===== src/rtl/mem_stage.sv =====
// mem_stage: memory-response stage of the in-order LoongArch pipeline.
//
// Holds one instruction coming from the EX/request stage. For a load it waits
// for the matching data-SRAM response, then extracts and sign/zero-extends the
// addressed byte, half or word. It presents the result to the writeback stage
// and on a forwarding bus to the issue stage. It also discards stale SRAM
// responses that belong to loads killed by a flush.
//
// Ports
//   clk, reset            clock, synchronous active-high reset
//   ms_stall              hazard-unit hold (forces ms_allowin low)
//   ms_flush              hazard-unit flush (kills the held instruction)
//   ws_allowin            writeback stage can accept
//   ms_allowin            this stage can accept
//   es_to_ms_valid/bus    incoming instruction:
//                         {res_from_mem, load_op[2:0], addr_lo[1:0], gr_we,
//                          dest[4:0], alu_result[31:0], pc[31:0]}
//   data_sram_data_ok     response strobe for the oldest outstanding request
//   data_sram_rdata       response data
//   ms_to_ws_valid/bus    outgoing {gr_we, dest, final_result, pc}
//   ms_to_is_forward_bus  {fwd_en, fwd_pending, dest, final_result}
module mem_stage #(
    parameter int ES_TO_MS_BUS_WD = 76,
    parameter int MS_TO_WS_BUS_WD = 70,
    parameter int MS_FWD_BUS_WD   = 39
) (
    input  logic                       clk,
    input  logic                       reset,
    input  logic                       ms_stall,
    input  logic                       ms_flush,
    input  logic                       ws_allowin,
    output logic                       ms_allowin,
    input  logic                       es_to_ms_valid,
    input  logic [ES_TO_MS_BUS_WD-1:0] es_to_ms_bus,
    input  logic                       data_sram_data_ok,
    input  logic [31:0]                data_sram_rdata,
    output logic                       ms_to_ws_valid,
    output logic [MS_TO_WS_BUS_WD-1:0] ms_to_ws_bus,
    output logic [MS_FWD_BUS_WD-1:0]   ms_to_is_forward_bus
);

    // Load extraction: pick the addressed lane, then sign- or zero-extend.
    // load_op[1:0]: 00 byte, 01 half, 10 word; load_op[2] selects unsigned.
    function automatic logic [31:0] load_extract(input logic [2:0]  op,
                                                 input logic [1:0]  lane,
                                                 input logic [31:0] word);
        logic signed [7:0]  byte_v;
        logic signed [15:0] half_v;
        logic [31:0]        res;
        case (lane)
            2'd0:    byte_v = word[7:0];
            2'd1:    byte_v = word[15:8];
            2'd2:    byte_v = word[23:16];
            default: byte_v = word[31:24];
        endcase
        half_v = lane[1] ? word[31:16] : word[15:0];
        case (op[1:0])
            2'b00:   res = op[2] ? {24'd0, byte_v} : 32'(byte_v);
            2'b01:   res = op[2] ? {16'd0, half_v} : 32'(half_v);
            default: res = word;
        endcase
        return res;
    endfunction

    logic                       ms_valid;
    logic [ES_TO_MS_BUS_WD-1:0] ms_bus;
    logic [31:0]                resp_buf;
    logic                       resp_buf_valid;
    logic                       drop_resp;

    logic        res_from_mem;
    logic [2:0]  load_op;
    logic [1:0]  addr_lo;
    logic        gr_we;
    logic [4:0]  dest;
    logic [31:0] alu_result;
    logic [31:0] pc;

    assign {res_from_mem, load_op, addr_lo, gr_we, dest, alu_result, pc} = ms_bus;

    logic        resp_live;
    logic        ms_ready_go;
    logic        ms_leave;
    logic [31:0] load_word;
    logic [31:0] final_result;
    logic        fwd_en;
    logic        fwd_pending;

    // A response strobe while drop_resp is set belongs to a flushed load.
    assign resp_live   = data_sram_data_ok & ~drop_resp;
    assign ms_ready_go = ~res_from_mem | resp_live | resp_buf_valid;

    assign ms_allowin     = (~ms_valid | (ms_ready_go & ws_allowin)) & ~ms_stall;
    assign ms_to_ws_valid = ms_valid & ms_ready_go;
    // A stalled instruction stays put (ms_valid only updates on ms_allowin),
    // so its buffered response must survive the stall as well.
    assign ms_leave       = ms_to_ws_valid & ws_allowin & ~ms_stall;

    assign load_word    = resp_buf_valid ? resp_buf : data_sram_rdata;
    assign final_result = res_from_mem ? load_extract(load_op, addr_lo, load_word)
                                       : alu_result;

    assign fwd_en      = ms_valid & gr_we & (dest != 5'd0);
    assign fwd_pending = fwd_en & res_from_mem & ~ms_ready_go;

    // ---- EX -> MS boundary: instruction register ----
    always_ff @(posedge clk) begin
        if (reset) begin
            ms_valid <= 1'b0;
        end else if (ms_flush) begin
            ms_valid <= 1'b0;
        end else if (ms_allowin) begin
            ms_valid <= es_to_ms_valid;
        end
    end

    always_ff @(posedge clk) begin
        if (reset) begin
            ms_bus <= '0;
        end else if (es_to_ms_valid & ms_allowin & ~ms_flush) begin
            ms_bus <= es_to_ms_bus;
        end
    end

    // Response buffer: captures the load data when WB cannot take it in the
    // cycle it arrives, since the SRAM only presents rdata for that one cycle.
    always_ff @(posedge clk) begin
        if (reset) begin
            resp_buf_valid <= 1'b0;
            resp_buf       <= '0;
        end else if (ms_flush | ms_leave) begin
            resp_buf_valid <= 1'b0;
        end else if (resp_live & ms_valid & res_from_mem & ~(ws_allowin & ~ms_stall)) begin
            resp_buf_valid <= 1'b1;
            resp_buf       <= data_sram_rdata;
        end
    end

    // Flushing a load whose response is still in flight leaves one stale
    // response to swallow. A response arriving in the flush cycle itself is
    // the flushed load's own, so nothing remains outstanding then.
    always_ff @(posedge clk) begin
        if (reset) begin
            drop_resp <= 1'b0;
        end else if (ms_flush & ms_valid & res_from_mem & ~resp_live & ~resp_buf_valid) begin
            drop_resp <= 1'b1;
        end else if (data_sram_data_ok & drop_resp) begin
            drop_resp <= 1'b0;
        end
    end

    // ---- MS -> WS / MS -> IS boundary ----
    assign ms_to_ws_bus         = {gr_we, dest, final_result, pc};
    assign ms_to_is_forward_bus = {fwd_en, fwd_pending, dest, final_result};

endmodule


===== config.mk =====
export PLATFORM = sky130hd
export DESIGN_NAME = mem_stage
export DESIGN_NICKNAME = d
export VERILOG_FILES = /design/src/rtl/mem_stage.sv
export SDC_FILE = /design/constraint.sdc
export NUM_CORES = 1
export LEC_CHECK = 0
export ABC_AREA = 1
export CAP_MARGIN = 20
export CELL_PAD_IN_SITES_DETAIL_PLACEMENT = 0
export CELL_PAD_IN_SITES_GLOBAL_PLACEMENT = 1
export CORE_ASPECT_RATIO = 0.9
export CORE_MARGIN = 2
export CORE_UTILIZATION = 31
export CTS_CLUSTER_DIAMETER = 30
export DETAILED_ROUTE_END_ITERATION = 8
export HOLD_SLACK_MARGIN = 0.12
export PLACE_DENSITY = 0.88
export SYNTH_ARGS = -nofsm -noshare
export SYNTH_HDL_FRONTEND = slang
export SYNTH_SLANG_ARGS = --single-unit

===== constraint.sdc =====
create_clock -name clk -period 2.2 [get_ports clk]
set_input_delay 0.33 -clock clk [delete_from_list [all_inputs] [get_ports clk]]
set_output_delay 0.33 -clock clk [all_outputs]
set_load 0.1 [all_outputs]

==> results list <==
- Share of the core filled with cells: 0.5044
* CP max FO: 8
* Effective utilization at floorplan: 0.3166
* Layout overhead on the synthesized area: 59.31%
* DRC Markers: 0
- The critical path contains buffers and inverters numbering 3 combined.
- Final net count: between 1000 and 1500
* Gate power share: 0.431
- The clock net in this run drives a total of roughly 110 sinks.
- In this run the deepest clock path goes through 2 buffers.
- The later pin in the worst-skew pair is clocked with a latency of between 0.3 and 0.4 ns.
- The wire-length estimate of the detail-placed layout is about 15000 µm.
* Class of the worst hold path: primary input to flip-flop
* Portion of total power attributed to the clock network: 0.252
- Placed cell count: between 1000 and 1500
* Initial antenna violation count: 1
- Share of the clock period used by the worst path: 1.099
- GRT Overall Usage: 0.1938
- Switch Pwr: between 0.002 and 0.003 W
* Area enclosed by the die boundary: between 20000 and 25000 µm²
- Peak ir drop on the vdd network: 0.3871 mV
- The routed layout has between 6000 and 7000 vias.
- After layout, the worst setup slack is -0.2176 ns.
* Layout cell share with drive strength beyond 1: 0.2860
* Detail-routed net length per standard cell: between 15 and 20 µm
- Stage delay of the slowest cell on the critical path: around 0.38 ns
* Root Buffer: sky130_fd_sc_hd__clkbuf_16
- Power density of the placed cells: ~660 nW/µm²
- Share of synthesized area occupied by flip-flops and latches: 0.3501
* Switching share of power: 0.4128
- Kind of launch point of the worst setup path: flip-flop
- Broken down by cell family, the worst path's largest delay share belongs to compound AO/OA/AOI/OAI gates.
- On the critical path, the stage with the largest delay is an instance of sky130_fd_sc_hd__dfxtp_4.
* Maximum clock skew at final layout: 0.01027 ns
- In this run, the number of DRC markers left after iteration 0 of detailed routing was roughly 340.
- Final number of hold-violating endpoints: 0
* Unrepaired setup endpoints after global routing: true
* Final hold slack: slightly above 0.4 ns
- For the pin with the worst max-slew slack, the measured transition is just over 0.6 ns.
* Mapped Nets: approximately 1100
* Final weighted congestion of routability-driven global placement: approximately 0.85
* Tmin final: between 2 and 2.5 ns
* Max-slew violation count: 0
* CTS tree: built
- The floorplan has 49 rows.
* Reg clk slew, reported paths: 0.08 ns
- In this run the static leakage power is ~4.3 nW.
- For this design the top-level I/O count stands at roughly 230.
- From left edge to right edge, the die measures approximately 150 µm.
- Once layout is done, the placed cells without fillers occupy ~10000 µm².
* Critical path capture point type: primary output
- Maximum number of pins on one net before global-route repair: 57
- Via count of the first global-routing pass: approximately 6200
- CTS H-Tree Depth: 3
- First-pass GRT wire length: about 33000 µm
- Number of buffers inserted by port buffering: ~230
* Detail Route Antenna Nets: 0
- In this run, post-CTS hold repair placed 0 buffers.
- Max transition margin: 0.5849
* Count of synthesis-stage warnings from yosys: 0
- The synthesized design contains approximately 110 register bits.
* Drt via density: about 4.8
- Pre-CTS setup slack: -0.1188 ns
- The run finished, with violations left.
- Sequential Power Share: 0.318
* Max frequency: approximately 0.41 GHz
- Max-cap violations in this run came to 0.
* Number of diodes added for antenna fixing: 0
- The internal power of the cells totals between 0.003 and 0.004 W.
* Arr. time, crit path: 2.09 ns
- Most frequent cell on the critical path: sky130_fd_sc_hd__buf_12
* Number of detailed-routing iterations run before antenna repair: 5
- Failing checks: negative setup slack
- Global routing finished with a remaining overflow of 0.
* Count of placed standard cells in the final layout, fillers left out: between 1000 and 1500
- The average instance in the mapped netlist occupies 6.470 µm².
- Final count of negative-setup-slack endpoints: 64
- Measured along the y axis, the die boundary spans between 100 and 150 µm.
* Standard cell core area: roughly 20000 µm²
* Endpoint required time on the critical path: approximately 1.9 ns
* Mapped Area: approximately 6300 µm²
- Crit Path Class: flip-flop to primary output
* Syn Inst Count: ~980
- The synthesized netlist contains 27 unique library cells.
- Cell breakdown of the critical path: buf_12 -> buf_12 -> o211ai_1 -> nand3_1 -> nand2_1 -> nand2_2 -> a21oi_4 -> buf_12
* Routed wire length: 21470 µm
- Summing all placed instances gives a cell area of 9226 µm².
- The number of clock buffers added by TritonCTS is 9.
-- registers in the layout, summed over array words and instances (netlist names) --
| register | cells |
|---|---|
| ms_bus | 76 |
| resp_buf | 32 |
| drop_resp | 1 |
| ms_valid | 1 |
| resp_buf_valid | 1 |
-- metrics by stage --
stage / total power [W] / setup TNS, ns
finish: 0.006659 / -9.265
global route: 0.006918 / -16.24
CTS: 0.006696 / -9.610
detailed placement: 0.004899 / -4.064
global placement: 0.004887 / -2.716
floorplan: 0.004086 / -0.6960
-- kinds of logic after synthesis --
logic type,after synthesis,synth area share
AND/OR/NAND/NOR,440,0.2935
buffers and inverters,244,0.2058
AO/OA/AOI/OAI,186,0.1506
flip-flops,111,0.3501
-- worst register-to-register path, stage by stage, from the launching register on --
cell and delay (ns):
sky130_fd_sc_hd__dfxtp_1 0.35, sky130_fd_sc_hd__buf_4 0.26, sky130_fd_sc_hd__nand2_1 0.09, sky130_fd_sc_hd__nor3_1 0.25, sky130_fd_sc_hd__nand2_1 0.13, sky130_fd_sc_hd__inv_2 0.17
sky130_fd_sc_hd__buf_12 0.22, sky130_fd_sc_hd__o21ai_0 0.12, sky130_fd_sc_hd__a21oi_1 0.15
-- cell usage after synthesis (all sizes together) --
library cell,n,area share
nand4,52,0.051
o21ai,60,0.047
nor3,2,0.0016
a21oi,115,0.091
or2,2,0.0020
clkinv,2,0.0012
o211ai,7,0.0083
a211oi,1,0.0012
nand2,280,0.17
a21boi,1,0.0012
clkbuf,28,0.017
a31oi,2,0.0020
inv,96,0.057
buf,118,0.13
dfxtp,111,0.35
nand3,39,0.032
nor2,65,0.039
-- power by group through the flow --
stage	sequential, W	clock, W	combinational (W)
after detailed placement	0.00216	0	0.00274
final	0.00211	0.00168	0.00287
after global routing	0.00212	0.00180	0.00299
after CTS	0.00212	0.00174	0.00285
after floorplan	0.00215	0	0.00194
after global placement	0.00216	0	0.00273
-- layout make-up --
type / count / area, µm²
inverter: 98 / 430.4
fill: 1922 / 9936
clock buffer: 12 / 256.5
multi-input combinational: 626 / 3388
timing repair buffer: 282 / 3451
clock inverter: 4 / 37.54
tap: 255 / 319.1
sequential: 111 / 2230
-- routing by layer --
| layer | GRT usage | part of all wire |
|---|---|---|
| met5 | 0 | 0.00061 |
| met4 | 0.04678 | 0.011 |
| met3 | 0.05325 | 0.073 |
| met2 | 0.3130 | 0.47 |
| met1 | 0.2575 | 0.44 |
-- repair_timing --
action / 4_1_cts / 5_1_grt
cloned: 1 / 4
setup buffers: 8 / 4
pin swaps: 31 / 35
hold endpoints to repair: 0 / 0
endpoints found under the setup margin: 64 / 64
resized for setup: 76 / 39
-- worst paths after layout --
kind / cells after the start / slack, ns / end / from
worst max-delay path: 8 / -0.22 / ms_to_is_forward_bus[5] / resp_buf_valid
worst min register to register: 2 / 0.46 / resp_buf[23] / resp_buf[23]
worst max register to register: 8 / 0.42 / resp_buf[1] / ms_bus[75]
worst min-delay path: 4 / 0.41 / ms_bus[39] / es_to_ms_valid
-- cells in the final DEF, fill, tap and decap left out, types with 4 or more instances in the layout --
master and instances:
sky130_fd_sc_hd__a21oi_1 104, sky130_fd_sc_hd__nor2_1 62, sky130_fd_sc_hd__dfxtp_1 109, sky130_fd_sc_hd__nand3_2 17, sky130_fd_sc_hd__nand2_4 17, sky130_fd_sc_hd__o211ai_1 7
sky130_fd_sc_hd__a21oi_2 4, sky130_fd_sc_hd__clkdlybuf4s50_1 112, sky130_fd_sc_hd__o21ai_0 32, sky130_fd_sc_hd__buf_6 4, sky130_fd_sc_hd__nand3_1 14, sky130_fd_sc_hd__o21ai_2 7
sky130_fd_sc_hd__inv_2 4, sky130_fd_sc_hd__nand3_4 8, sky130_fd_sc_hd__nand4_1 52, sky130_fd_sc_hd__buf_4 82, sky130_fd_sc_hd__buf_12 77, sky130_fd_sc_hd__inv_1 75
sky130_fd_sc_hd__clkbuf_16 12, sky130_fd_sc_hd__a21oi_4 7, sky130_fd_sc_hd__clkinvlp_4 16, sky130_fd_sc_hd__nand2_1 213, sky130_fd_sc_hd__nand2_2 50, sky130_fd_sc_hd__o21ai_1 21
No activity file was read; power rests on OpenSTA's default activity.
